<file path="src/rtl/logic_arb_pkg.sv">
`default_nettype none
// ============================================================================
// Module  : logic_arb_pkg
// Purpose : Shared widths, opcode encoding and FSM states for the shared
//           bitwise logic unit arbiter.
// Revision: 1.0 - initial release
// ============================================================================
package logic_arb_pkg;

    localparam int XLEN_P = 32;

    typedef enum logic [1:0] {
        LOGIC_AND  = 2'b00,
        LOGIC_OR   = 2'b01,
        LOGIC_XOR  = 2'b10,
        LOGIC_ANDN = 2'b11
    } logic_op_e;

    typedef enum logic [1:0] {
        IDLE = 2'd0,
        EXEC = 2'd1,
        RESP = 2'd2
    } arb_state_e;

endpackage
`default_nettype wire

</file>
<file path="src/rtl/logic_op_32bit.sv">
`default_nettype none
// ============================================================================
// Module  : logic_op_32bit
// Purpose : Combinational 32-bit bitwise unit (AND / OR / XOR / ANDN).
// Revision: 1.0 - initial release
// ============================================================================
module logic_op_32bit
    import logic_arb_pkg::*;
(
    input  logic [1:0]        op_i,
    input  logic [XLEN_P-1:0] rs1_i,
    input  logic [XLEN_P-1:0] rs2_i,
    output logic [XLEN_P-1:0] rd_o
);

    always_comb begin
        rd_o = '0;
        case (op_i)
            LOGIC_AND:  rd_o = rs1_i & rs2_i;
            LOGIC_OR:   rd_o = rs1_i | rs2_i;
            LOGIC_XOR:  rd_o = rs1_i ^ rs2_i;
            LOGIC_ANDN: rd_o = rs1_i & ~rs2_i;
            default:    rd_o = '0;
        endcase
    end

endmodule
`default_nettype wire

</file>
<file path="src/rtl/logic_unit_arbiter.sv">
`default_nettype none
// ============================================================================
// Module  : logic_unit_arbiter
// Purpose : Round-robin sharing of one bitwise logic unit between two
//           valid/ready requesters; result held until accepted.
// Option  : LOGIC_ARB_BYPASS_EN - compute at the request handshake and skip
//           the EXEC state (IDLE -> RESP).
// Revision: 1.0 - initial release
// ============================================================================
module logic_unit_arbiter
    import logic_arb_pkg::*;
#(
    parameter int XLEN = XLEN_P
) (
    input  logic            clk_i,
    input  logic            rst_ni,
    input  logic            req0_valid_i,
    output logic            req0_ready_o,
    input  logic [1:0]      req0_op_i,
    input  logic [XLEN-1:0] req0_rs1_i,
    input  logic [XLEN-1:0] req0_rs2_i,
    output logic            rsp0_valid_o,
    input  logic            rsp0_ready_i,
    output logic [XLEN-1:0] rsp0_rd_o,
    input  logic            req1_valid_i,
    output logic            req1_ready_o,
    input  logic [1:0]      req1_op_i,
    input  logic [XLEN-1:0] req1_rs1_i,
    input  logic [XLEN-1:0] req1_rs2_i,
    output logic            rsp1_valid_o,
    input  logic            rsp1_ready_i,
    output logic [XLEN-1:0] rsp1_rd_o,
    output logic            busy_o
);

    arb_state_e      r_state;
    arb_state_e      w_state_nxt;
    logic            r_grant;
    logic            r_last_grant;
    logic [XLEN-1:0] r_rd;

    logic            w_req_any;
    logic            w_grant;
    logic            w_hs;
    logic            w_rsp_ready;
    logic [1:0]      w_sel_op;
    logic [XLEN-1:0] w_sel_rs1;
    logic [XLEN-1:0] w_sel_rs2;
    logic [1:0]      w_alu_op;
    logic [XLEN-1:0] w_alu_rs1;
    logic [XLEN-1:0] w_alu_rs2;
    logic [XLEN-1:0] w_alu_rd;

    // On contention the requester that did not win last time goes first.
    assign w_req_any   = req0_valid_i | req1_valid_i;
    assign w_grant     = (req0_valid_i && req1_valid_i) ? ~r_last_grant : req1_valid_i;
    assign w_hs        = (r_state == IDLE) && w_req_any;
    assign w_rsp_ready = r_grant ? rsp1_ready_i : rsp0_ready_i;
    assign w_sel_op    = w_grant ? req1_op_i  : req0_op_i;
    assign w_sel_rs1   = w_grant ? req1_rs1_i : req0_rs1_i;
    assign w_sel_rs2   = w_grant ? req1_rs2_i : req0_rs2_i;

`ifdef LOGIC_ARB_BYPASS_EN
    assign w_alu_op  = w_sel_op;
    assign w_alu_rs1 = w_sel_rs1;
    assign w_alu_rs2 = w_sel_rs2;
`else
    logic [1:0]      r_op;
    logic [XLEN-1:0] r_rs1;
    logic [XLEN-1:0] r_rs2;

    always_ff @(posedge clk_i or negedge rst_ni) begin
        if (!rst_ni) begin
            r_op  <= '0;
            r_rs1 <= '0;
            r_rs2 <= '0;
        end else if (w_hs) begin
            r_op  <= w_sel_op;
            r_rs1 <= w_sel_rs1;
            r_rs2 <= w_sel_rs2;
        end
    end

    assign w_alu_op  = r_op;
    assign w_alu_rs1 = r_rs1;
    assign w_alu_rs2 = r_rs2;
`endif

    logic_op_32bit u_logic_op (
        .op_i  (w_alu_op),
        .rs1_i (w_alu_rs1),
        .rs2_i (w_alu_rs2),
        .rd_o  (w_alu_rd)
    );

    always_ff @(posedge clk_i or negedge rst_ni) begin
        if (!rst_ni) begin
            r_state <= IDLE;
        end else begin
            r_state <= w_state_nxt;
        end
    end

    always_comb begin
        w_state_nxt = r_state;
        case (r_state)
            IDLE: begin
`ifdef LOGIC_ARB_BYPASS_EN
                if (w_hs) w_state_nxt = RESP;
`else
                if (w_hs) w_state_nxt = EXEC;
`endif
            end
            EXEC:    w_state_nxt = RESP;
            RESP:    if (w_rsp_ready) w_state_nxt = IDLE;
            default: w_state_nxt = IDLE;
        endcase
    end

    always_comb begin
        req0_ready_o = 1'b0;
        req1_ready_o = 1'b0;
        rsp0_valid_o = 1'b0;
        rsp1_valid_o = 1'b0;
        rsp0_rd_o    = '0;
        rsp1_rd_o    = '0;
        busy_o       = (r_state != IDLE);
        if (r_state == IDLE && w_req_any) begin
            req0_ready_o = ~w_grant;
            req1_ready_o = w_grant;
        end
        if (r_state == RESP) begin
            if (r_grant) begin
                rsp1_valid_o = 1'b1;
                rsp1_rd_o    = r_rd;
            end else begin
                rsp0_valid_o = 1'b1;
                rsp0_rd_o    = r_rd;
            end
        end
    end

    always_ff @(posedge clk_i or negedge rst_ni) begin
        if (!rst_ni) begin
            r_grant      <= 1'b0;
            r_last_grant <= 1'b1;
            r_rd         <= '0;
        end else begin
            if (w_hs) r_grant <= w_grant;
`ifdef LOGIC_ARB_BYPASS_EN
            if (w_hs) r_rd <= w_alu_rd;
`else
            if (r_state == EXEC) r_rd <= w_alu_rd;
`endif
            if (r_state == RESP && w_rsp_ready) r_last_grant <= r_grant;
        end
    end

endmodule
`default_nettype wire

</file>
<file path="config.mk">
export PLATFORM = sky130hd
export DESIGN_NAME = logic_unit_arbiter
export DESIGN_NICKNAME = d
export VERILOG_FILES = /design/src/rtl/logic_arb_pkg.sv /design/src/rtl/logic_op_32bit.sv /design/src/rtl/logic_unit_arbiter.sv
export SDC_FILE = /design/constraint.sdc
export NUM_CORES = 1
export LEC_CHECK = 0
export ABC_CLOCK_PERIOD_IN_PS = 2100
export BUFFER_PORTS_ARGS = -buffer_cell sky130_fd_sc_hd__buf_2
export CAP_MARGIN = 0
export CORE_MARGIN = 10
export CORE_UTILIZATION = 53
export CTS_CLUSTER_DIAMETER = 50
export DETAILED_ROUTE_END_ITERATION = 7
export PLACE_DENSITY = 0.82
export RECOVER_POWER = 25
export SYNTH_ARGS = -nofsm -noshare
export SYNTH_HDL_FRONTEND = slang
export SYNTH_HIERARCHICAL = 1
export SYNTH_SLANG_ARGS = --single-unit
</file>
<file path="constraint.sdc">
create_clock -name clk_i -period 2.1 [get_ports clk_i]
set_input_delay 0.42 -clock clk_i [delete_from_list [all_inputs] [get_ports clk_i]]
set_output_delay 0.42 -clock clk_i [all_outputs]
set_load 0.005 [all_outputs]
</file>
== Word level (Yosys, flattened, before mapping) ==
Index checks and enable logic that the tools add are counted.
W data, S select, Z words.
Cells by class
  bitwise logic cells: 8
  reduce and logical (&&, ||, !) cells: 7
  muxes and demuxes: 19
  eq/ne operators: 7
Operator list (number)
  $mux W32: 6
  $pmux W32 S4: 1
  $and A32 B32 Y32: 2
  $not A32 Y32: 1
  $or A32 B32 Y32: 1
  $xor A32 B32 Y32: 1
  $mux W1: 8
  $eq A2 B2 Y1 const B: 3
  $mux W2: 3
  $pmux W2 S3: 1
  $eq A2 B1 Y1 const B: 2
  $logic_not A2 Y1: 2
  $ne A2 B2 Y1 const B: 2
  $logic_and A1 B1 Y1: 3
  $not A1 Y1: 2
  $reduce_and A2 Y1: 1
  $reduce_bool A2 Y1: 1
  $or A1 B1 Y1: 1
Storage, ports and cells
  output and inout bits: 69
  register bits: 102
  input bits: 138

== Longest topological paths before layout ==
Gate-level depths: netlist of the first run.
  depth in word-level cells: 4
  gate-level depth with buffers: 7
  mapped depth without buffers: 6

== By module ==
The synthesis of the first run kept the hierarchy.
By module, submodules not included
  logic_unit_arbiter: times used 1, cells an instance 526, area each 5126.2 µm², sequential area each 2553.7 µm²
  logic_op_32bit: times used 1, cells an instance 278, area each 1769.2 µm², sequential area each 0.0 µm²

== Worst setup path after synthesis of the first run ==
Ideal clock, no wire load.
  path type: register to register
  start: register r_op[0]
  end: register r_rd[21]
  arrival time: 1.527 ns
  path slack: 0.445 ns
  cell stages (with the launch flop): 8
  path buffers: 2
  data required time: 1.972 ns
  library setup time: 0.128 ns
  path through: dfrtp_1 inv_1 ha_1 buf_2 buf_2 a221oi_1 a21oi_1 mux2_1
Between the ends
  cells in the longest elaborated chain, start to end: 2
Ends and longest elaborated chain
  start, declared: line logic_unit_arbiter.sv:68  | logic [1:0] r_op;
  start signal, assigned: line logic_unit_arbiter.sv:78  | r_op <= w_sel_op;
  $eq A2 B2 Y1 (tied with other cells): line logic_op_32bit.sv:18  | case (op_i)
  $pmux W32 S4 *: line logic_op_32bit.sv:18
  named net w_alu_rd[21]: line logic_unit_arbiter.sv:52  | logic [XLEN-1:0] w_alu_rd;
  end signal, assigned: line logic_unit_arbiter.sv:153  | if (r_state == EXEC) r_rd <= w_alu_rd;
  end, declared: line logic_unit_arbiter.sv:40  | logic [XLEN-1:0] r_rd;
Mark *: on every way through the listed nets, which the timed path passes. The rest lies on a longest branch.
A chain may end at the register's enable or synchronous reset.

== Final worst setup path of the first run ==
  start: register r_state[1]
  end: output rsp0_rd_o[24]
Between the ends
  cells in the longest elaborated chain, start to end: 2
Ends and longest elaborated chain
  start, declared: line logic_unit_arbiter.sv:36  | arb_state_e r_state;
  start signal, assigned: line logic_unit_arbiter.sv:100  | r_state <= w_state_nxt;
  $eq A2 B2 Y1: line logic_unit_arbiter.sv:132  | if (r_state == RESP) begin
  $mux W32: line logic_unit_arbiter.sv:132
  end, declared: line logic_unit_arbiter.sv:24  | output logic [XLEN-1:0] rsp0_rd_o,
Every way passes these cells.

==> results_dict.tcl, run 1 <==
set metrics [dict create \
    overflow 0 \
    fin_hold_ws_ns 0.328 \
    hold_viol_final 0 \
    reg2reg_slack_ns 0.28 \
    clkPwrFrac_pct 16.2 \
    syn-num-nets 977 \
    dieArea_um2 18000 \
    min_to "r_rs2[25]$_DFFE_PN0P_" \
    final_antenna_net_count 0 \
    final-setup-viol-count 0 \
    cts_buffers 9 \
    placedInstanceArea_um2 8020 \
    synthCells 804 \
    skew_ns 0.00733 \
    first_global_vias 6145 \
    synth_area_um2 6900 \
    startpoint_type "register" \
    status "completed" \
    clock-sinks 102 \
    yosysUniqueCellTypes 34 \
    io-pin-count 207 \
    viasPerCell 5.27 \
    power_density_nw_per_um2 1450 \
    cts_tree "built" \
    power_leakage_nw 4.91 \
    whs_path_depth 3 \
    dp_hpwl_um 13300 \
    period_minus_slack_ns 2.02 \
    layout-drive-gt1-share_pct 27.4 \
    fmax_mhz 495 \
    worstSetupPathType "register to output port" \
    relSlewSlack_pct 5.36 \
    ys.flop_type "dfrtp_1" \
    coreArea_um2 12700 \
    place_inst 1141 \
    die_w_um 134 \
    syn_avg_cell_area_um2 8.58 \
    final_cells 1161 \
    period_share_pct 96.2 \
    ir_drop_mv 0.966 \
    grt_usage_pct 21.0 \
    dieHeight_um 134 \
    rsz0062_at_grt "no" \
    grt_start_max_net_pins 103 \
    p_seq_share_pct 30.6 \
    clk_latency_ns 0.35 \
    port_buffers 206 \
    required_ns 1.68 \
    cts_root_buffer "clkbuf_16" \
    crit_fanout 6 \
    wire_per_inst_um 16.6 \
    hp-class "primary input to register" \
    finish.instance_area_um2 8420 \
    ys_seq_area_share_pct 37.0 \
    synth.ff_latch_count 102 \
    switching_power_mw 5.11 \
    grt_pass1_wl_um 31000 \
    worstMarginPinSlew_ns 1.42 \
    drc 0 \
    diodes 0 \
    internal_power_mw 7.12 \
    hp-start "req0_rs2_i[25]" \
    clk_pin_slew_ns 0.07 \
    first_pass_iters 5 \
    h-tree-depth 3 \
    ctsHoldBuffers 0 \
    worstPathArrival_ns 1.60 \
    rows 41 \
    ys.warnings.count 6 \
    fin_nets 1158 \
    wl_um 19300 \
    synth-edff-count 0 \
    async_reset_ff_share_pct 100 \
    swShare_pct 41.8 \
    gp_congestion 0.775 \
    clock_path_buffers 2 \
    r2r-start "r_op[1]$_DFFE_PN0P_" \
    initial_core_util_pct 54.4 \
    antenna_found_initial 0 \
    area_delta_synth_final_pct 22.2 \
    maxCapViolCount 0 \
    vias 6114 \
    critPathCaptureType "output port" \
    power_frac_comb_pct 53.2 \
    total_power_mw 12.2 \
    maxSlewViolCount 0 \
    drt_iter0_markers 376 \
    rr_worst_depth 6 \
    r2r-end "r_rd[6]$_DFFE_PN0N_" \
]
## cell type report
type	instances	area (µm²)
tap	172	215
timing repair buffer	228	1240
multi-input combinational	411	3180
clock buffer	12	267
inverter	233	877
clock inverter	3	90.1
sequential	102	2550
fill	1073	4250
## repair_timing
item,4_1_cts,5_1_grt
gates cloned,1,1
resized for setup,4,6
endpoints found under the setup margin,56,65
setup buffers,3,0
hold endpoints to repair,0,0
## placed cells by master, fill, tap and decap left out, types with 2 or more instances in the layout
cell,count
and3_1,32
a221oi_1,32
and2b_4,3
a21oi_1,32
o21ai_1,11
bufinv_16,3
ha_1,33
clkbuf_4,2
clkbuf_16,9
buf_4,17
ha_2,2
nor2_4,2
nand2_1,35
dfrtp_1,100
and2_1,33
a21o_1,2
inv_2,2
inv_1,230
o221ai_2,9
buf_12,3
nand3_2,2
mux2_1,29
buf_2,205
nor2b_4,2
clkbuf_8,3
mux2_2,3
o21ai_0,56
o221ai_1,57
xor2_1,32
## power groups by stage
stage	registers, mW	clock network, mW	logic, mW
floorplan	3.47	0	4.85
global placement	3.72	0	6.13
detailed placement	3.75	0	6.34
CTS	3.73	2.02	6.49
global route	3.88	2.08	7.36
finish	3.74	1.98	6.51
## registers in the layout, summed over array words and instances, names as in the netlist
register / flops
r_last_grant: 1
r_rd: 32
r_op: 2
r_rs1: 32
r_grant: 1
r_rs2: 32
r_state: 2
## through the flow
stage          util, %  worst slack (ns)  setup TNS (ns)
6_report          66.5            0.0788               0
3_5_place_dp      63.3             0.310               0
3_3_place_gp      63.3             0.369               0
2_1_floorplan        -             0.445               0
4_1_cts           66.4          -0.00396        -0.00396
5_1_grt           66.5           0.00953               0
## cells in the mapped netlist, types with 2 or more instances
| cell | number | area, µm² |
|---|---|---|
| a21o_1 | 2 | 15.0 |
| a21oi_1 | 32 | 160 |
| a221oi_1 | 32 | 280 |
| and2_1 | 33 | 206 |
| and3_1 | 32 | 200 |
| buf_1 | 2 | 7.51 |
| buf_12 | 2 | 40.0 |
| buf_2 | 15 | 75.1 |
| buf_4 | 9 | 67.6 |
| buf_6 | 2 | 22.5 |
| clkbuf_1 | 29 | 109 |
| dfrtp_1 | 101 | 2530 |
| ha_1 | 35 | 438 |
| inv_1 | 230 | 863 |
| inv_2 | 3 | 11.3 |
| mux2_1 | 29 | 327 |
| mux2_2 | 3 | 33.8 |
| nand2_1 | 35 | 131 |
| nand3_2 | 2 | 20.0 |
| nor2b_1 | 2 | 12.5 |
| o21ai_0 | 56 | 280 |
| o21ai_1 | 11 | 55.1 |
| o221ai_1 | 57 | 499 |
| o221ai_2 | 9 | 135 |
| xor2_1 | 32 | 280 |
## critical path, stage by stage (launching register included)
cell and delay (ns):
dfrtp_2 0.43, nor2b_4 0.23, and2b_4 0.18, buf_4 0.16, and2_1 0.14, buf_2 0.11
## how the worst max path moves through the flow
stage,start,endpoint,slack (ns)
after floorplan,r_op[0]$_DFFE_PN0P_,r_rd[21]$_DFFE_PN0N_,0.45
after global placement,r_op[1]$_DFFE_PN0P_,r_rd[13]$_DFFE_PN0N_,0.37
after detailed placement,r_state[1]$_DFFE_PN0P_,rsp0_rd_o[3],0.31
after CTS,r_state[1]$_DFFE_PN0P_,rsp1_rd_o[0],-0.004
after global routing,r_state[0]$_DFFE_PN0P_,rsp1_rd_o[0],0.01
final,r_state[1]$_DFFE_PN0P_,rsp0_rd_o[24],0.08
## routing by layer
metal | GRT usage [%] | wire length, µm
met5 | 0 | 0
met4 | 5.14 | 235
met3 | 6.01 | 1340
met2 | 35.5 | 9290
met1 | 25.6 | 8430
## kinds of logic after synthesis
| group | count (synthesis) | synth area share, % |
|---|---|---|
| multiplexers | 33 | 5.37 |
| flip-flops | 102 | 37.0 |
| XOR/XNOR | 32 | 4.06 |
| AND/OR/NAND/NOR | 109 | 8.82 |
| AO/OA/AOI/OAI | 200 | 20.8 |
| buffers and inverters | 293 | 17.6 |
| adder cells (fa/ha/maj) | 35 | 6.35 |
(Power assumes the default switching activity.)
==> run 2: changes to the inputs <==
==> constraint.sdc (replaced) <==
create_clock -name clk_i -period 2.1 [get_ports clk_i]
set_input_delay 0.315 -clock clk_i [delete_from_list [all_inputs] [get_ports clk_i]]
set_output_delay 0.315 -clock clk_i [all_outputs]
set_load 0.005 [all_outputs]
==> results_dict.tcl, run 2 (synthesis gave the netlist of run 1 again) <==
set metrics [dict create \
    status "completed" \
    fin_nets 1157 \
    layout-drive-gt1-share_pct 26.8 \
    fmax_mhz 505 \
    top_regs "r_rd (32), r_rs1 (32), r_rs2 (32)" \
    final_cells 1162 \
    cts_root_buffer "clkbuf_16" \
    required_ns 1.78 \
    fin_hold_ws_ns 0.211 \
    overflow 0 \
    drc 0 \
    clock_path_buffers 2 \
    grt_start_max_net_pins 56 \
    hp-class "primary input to register" \
    relSlewSlack_pct 47.8 \
    antenna_found_initial 0 \
    grt_usage_pct 21.2 \
    power_density_nw_per_um2 1410 \
    rows 41 \
    final_antenna_net_count 0 \
    wl_um 19400 \
    startpoint_type "register" \
    first_global_vias 6370 \
    port_buffers 206 \
    drt_iter0_markers 402 \
    dieArea_um2 18000 \
    vias 6174 \
    slowest_delay_ns 0.41 \
    worstPathCellList "nor2b_2 -> and2b_4 -> and2_1 -> buf_2" \
    maxCapViolCount 0 \
    io-pin-count 207 \
    power_leakage_nw 4.85 \
    grt.busiest_layer "met2" \
    maxSlewViolCount 0 \
    viasPerCell 5.31 \
    final-setup-viol-count 0 \
    dp_hpwl_um 13800 \
    gr-usage-met2_pct 36.5 \
    cp.buffers_inverters 1 \
    wire_per_inst_um 16.7 \
    grt_pass1_wl_um 31700 \
    clock-sinks 102 \
    critical_path.top_delay_family "simple AND/OR/NAND/NOR gates" \
    clk_latency_ns 0.35 \
    die_w_um 134 \
    initial_core_util_pct 54.4 \
    h-tree-depth 3 \
    finalSetupTns_ns 0 \
    worstPathArrival_ns 1.67 \
    cts_buffers 9 \
    skew_ns 0.00799 \
    area_delta_synth_final_pct 20.5 \
    period_minus_slack_ns 1.98 \
    final_cell_mix "inv_1, buf_2, dfrtp_1, o221ai_1, o21ai_0" \
    cts_tree "built" \
    worstSetupPathType "register to output port" \
    worstMarginPinSlew_ns 0.783 \
    first_pass_iters 7 \
    grt_use_met1_pct 25.2 \
    rsz0062_at_grt "no" \
    coreArea_um2 12700 \
    critPathCaptureType "output port" \
    dieHeight_um 134 \
    crit_slowest_cell "dfrtp_2" \
    ir_drop_mv 0.725 \
    hold_viol_final 0 \
    post_cts_buffers 0 \
    grt.met3_usage_pct 6.35 \
    clk_pin_slew_ns 0.07 \
    place_inst 1144 \
    gp_congestion 0.799 \
    final_common_cell "inv_1" \
    crit_fanout 33 \
    period_share_pct 94.3 \
]
[run 2: final cells by class]
type,count,area [µm²]
fillers,1070,4360
flip-flops and latches,102,2550
clock inverters,2,10.0
diodes,1,2.50
inverters,233,875
multi-input cells,409,3160
clock buffers,14,254
repair buffers,229,1240
well taps,172,215
[run 2: per-layer routing]
metal  routed length, µm  up-vias  share of wire, %
li1                    -     2995                 -
met4                 240        0               1.2
met5                   0        -                 0
met1                8210     2949                42
met3                1550       21               8.0
met2                9400      209                48
[run 2: worst paths after layout]
kind / from / endpoint / slack (ns) / cells after the start
max in group asynchronous: rst_ni / r_rs2[23]$_DFFE_PN0P_ / 0.36 / 3
worst min register to register: r_rd[19]$_DFFE_PN0N_ / r_rd[19]$_DFFE_PN0N_ / 0.50 / 1
min in group asynchronous: rst_ni / r_rs2[6]$_DFFE_PN0P_ / 0.58 / 2
worst max register to register: r_op[1]$_DFFE_PN0P_ / r_rd[13]$_DFFE_PN0N_ / 0.19 / 5
worst min-delay path: req0_rs2_i[25] / r_rs2[25]$_DFFE_PN0P_ / 0.21 / 3
worst max-delay path: r_state[1]$_DFFE_PN0P_ / rsp0_rd_o[0] / 0.12 / 4
[run 2: what timing repair did]
item | in CTS | in global routing
hold buffers | 1 | 0
setup endpoints to repair | 9 | 27
endpoints found under the hold margin | 27 | 0
resized for setup | 1 | 1
[run 2: where the power goes]
part | internal [mW] | leakage, nW | switching, mW
clock | 0.835 | 0.131 | 0.725
sequential | 2.95 | 1.26 | 0.808
combinational | 2.84 | 3.46 | 3.59
total | 6.62 | 4.85 | 5.12
[run 2: metrics by stage]
step / util (%) / instance area [µm²] / setup slack (ns) / power [mW]
4_1_cts: 65.7 / 8330 / 0.0356 / 11.8
3_5_place_dp: 63.5 / 8040 / 0.00125 / 10.2
6_report: 65.6 / 8310 / 0.120 / 11.7
2_1_floorplan: - / 6900 / 0.445 / 8.32
5_1_grt: 65.6 / 8310 / 0.00331 / 12.8
3_3_place_gp: 63.5 / 8040 / 0.0864 / 9.84
[run 2: worst min-delay path: stages]
cell and delay [ns]:
buf_2 0.07, inv_1 0.04, o221ai_2 0.11
==> run 3: changes to the inputs <==
- ABC_AREA: not set -> 1
- PLACE_DENSITY: 0.82 -> 0.81
- REMOVE_ABC_BUFFERS: not set -> 1
- SYNTH_HIERARCHICAL: 1 -> not set
==> results_dict.tcl, run 3 <==
set metrics [dict create \
    clock_path_buffers 2 \
    fmax_mhz 507 \
    h-tree-depth 3 \
    post_cts_buffers 0 \
    gp_congestion 0.843 \
    initial_core_util_pct 54.2 \
    seq_area_um2 2550 \
    ir_drop_mv 0.736 \
    clk_pin_slew_ns 0.07 \
    gr-usage-met2_pct 39.1 \
    dieHeight_um 137 \
    total_power_mw 11.6 \
    hold_viol_final 0 \
    reg2reg_slack_ns 0.39 \
    wire_per_inst_um 12.7 \
    maxCapViolCount 0 \
    worstSetupPathType "register to output port" \
    top_regs "r_rd (32), r_rs1 (32), r_rs2 (32)" \
    ys.warnings.count 0 \
    final_cell_mix "nand2_1, buf_2, inv_1, dfrtp_1, nor2_1" \
    overflow 0 \
    period_minus_slack_ns 1.97 \
    startpoint_type "register" \
    required_ns 1.78 \
    power_density_nw_per_um2 1340 \
    synth.ff_latch_count 102 \
    power_leakage_nw 5.76 \
    status "completed" \
    synthCells 1233 \
    synth_area_um2 7200 \
    first_global_vias 7604 \
    relSlewSlack_pct 52.1 \
    ys_seq_area_share_pct 35.5 \
    coreArea_um2 13300 \
    ys.flop_type "dfrtp_1" \
    grt_start_max_net_pins 67 \
    final_common_cell "nand2_1" \
    viasPerCell 4.74 \
    yosysUniqueCellTypes 16 \
    wl_um 20300 \
    grt_usage_pct 21.7 \
    yosys.area.top_type_share_pct 39.4 \
    dp_hpwl_um 14600 \
    skew_ns 0.00802 \
    cts_buffers 9 \
    worstPathArrival_ns 1.66 \
    synth_area_leaders "nand2_1, dfrtp_1, inv_1" \
    grt_pass1_wl_um 33800 \
    syn_avg_cell_area_um2 5.84 \
    crit_fanout 32 \
    diodes 0 \
    yosysMostFrequentCell "nand2_1" \
    port_buffers 206 \
    first_pass_iters 5 \
    cts_root_buffer "clkbuf_16" \
    hp-class "primary input to register" \
    utilization_pct 65.4 \
    drc 0 \
    rr_worst_depth 9 \
    synth-edff-count 0 \
    period_share_pct 94.0 \
    maxSlewViolCount 0 \
    final-setup-viol-count 0 \
    antenna_found_initial 0 \
    vias 7566 \
    worstMarginPinSlew_ns 0.718 \
    grt.met3_usage_pct 5.98 \
    yosysTopAreaCell "nand2_1" \
    synthTopCellsByCount "nand2_1, inv_1, dfrtp_1, nor2_1, clkbuf_1" \
    rows 42 \
    cts_tree "built" \
    final_antenna_net_count 0 \
    clk_latency_ns 0.35 \
    async_reset_ff_share_pct 100 \
    critPathCaptureType "output port" \
    placedInstanceArea_um2 8420 \
    multi_input_area_um2 3760 \
    drt_iter0_markers 468 \
    io-pin-count 207 \
    layout-drive-gt1-share_pct 18.0 \
    clock-sinks 102 \
    area_delta_synth_final_pct 20.7 \
    grt.busiest_layer "met2" \
    rsz0062_at_grt "yes" \
    fin_nets 1588 \
    grt_use_met1_pct 25.1 \
    die_w_um 137 \
    finish.instance_area_um2 8690 \
    dieArea_um2 18600 \
    whs_path_depth 3 \
    nFillCells 1263 \
]
run 3: logic make-up (layout without fill, tap and decap cells):
family / count (synthesis) / after routing / synth area share [%]
simple gates: 858 / 858 / 45.4
buf+inv: 233 / 420 / 12.7
flops: 102 / 102 / 35.5
fa+ha+maj: 35 / 35 / 6.08
compound gates: 5 / 5 / 0.400
run 3: layout make-up:
class                      count  share of cell area, %
timing repair buffer         231                   14.2
clock inverter                 1                 0.0576
clock buffer                  15                   3.08
inverter                     173                   7.53
tap                          176                   2.53
sequential                   102                   29.4
multi-input combinational    898                   43.2
run 3: final timing paths:
path | start | to
max | r_state[0]$_DFFE_PN0P_ | rsp1_rd_o[5]
min | rsp1_ready_i | r_last_grant$_DFFE_PN1P_
max reg2reg | r_op[0]$_DFFE_PN0N_ | r_rd[6]$_DFFE_PN0N_
min reg2reg | r_rd[25]$_DFFE_PN0N_ | r_rd[25]$_DFFE_PN0N_
max in group asynchronous | rst_ni | r_op[0]$_DFFE_PN0N_
min in group asynchronous | rst_ni | r_rs1[7]$_DFFE_PN0N_
run 3: routing by layer:
metal  vias up  wire [µm]
li1       3924          -
met1      3444       8810
met2       184       9930
met3        14       1380
met4         0        165
met5         -          0
run 3: metrics by stage:
stage / setup WS (ns) / hold slack [ns] / cells / setup TNS [ns]
2_1_floorplan: -0.347 / 0.0194 / 1173 / -12.11
3_3_place_gp: 0.363 / 0.260 / 1579 / 0
3_5_place_dp: 0.366 / 0.264 / 1579 / 0
4_1_cts: 0.0278 / 0.214 / 1596 / 0
5_1_grt: -0.0479 / 0.235 / 1596 / -0.689
6_report: 0.126 / 0.226 / 1596 / 0
run 3: report_power, final:
part | switching, mW | total (mW) | internal [mW]
Combinational | 4.19 | 6.42 | 2.23
Sequential | 0.677 | 3.61 | 2.93
Clock | 0.705 | 1.57 | 0.870
run 3: timing repair:
item | CTS | global route
gates resized for setup | 1 | 3
setup endpoints to repair | 1 | 53
hold buffers | 1 | 0
hold endpoints to repair | 24 | 0
pin swaps | 0 | 0
run 3: worst max-delay path: stages, from the launching register on:
cell	delay, ns
dfrtp_1	0.37
inv_2	0.09
nand2_1	0.11
nor2_1	0.24
inv_4	0.22
nor2_1	0.15
buf_2	0.14
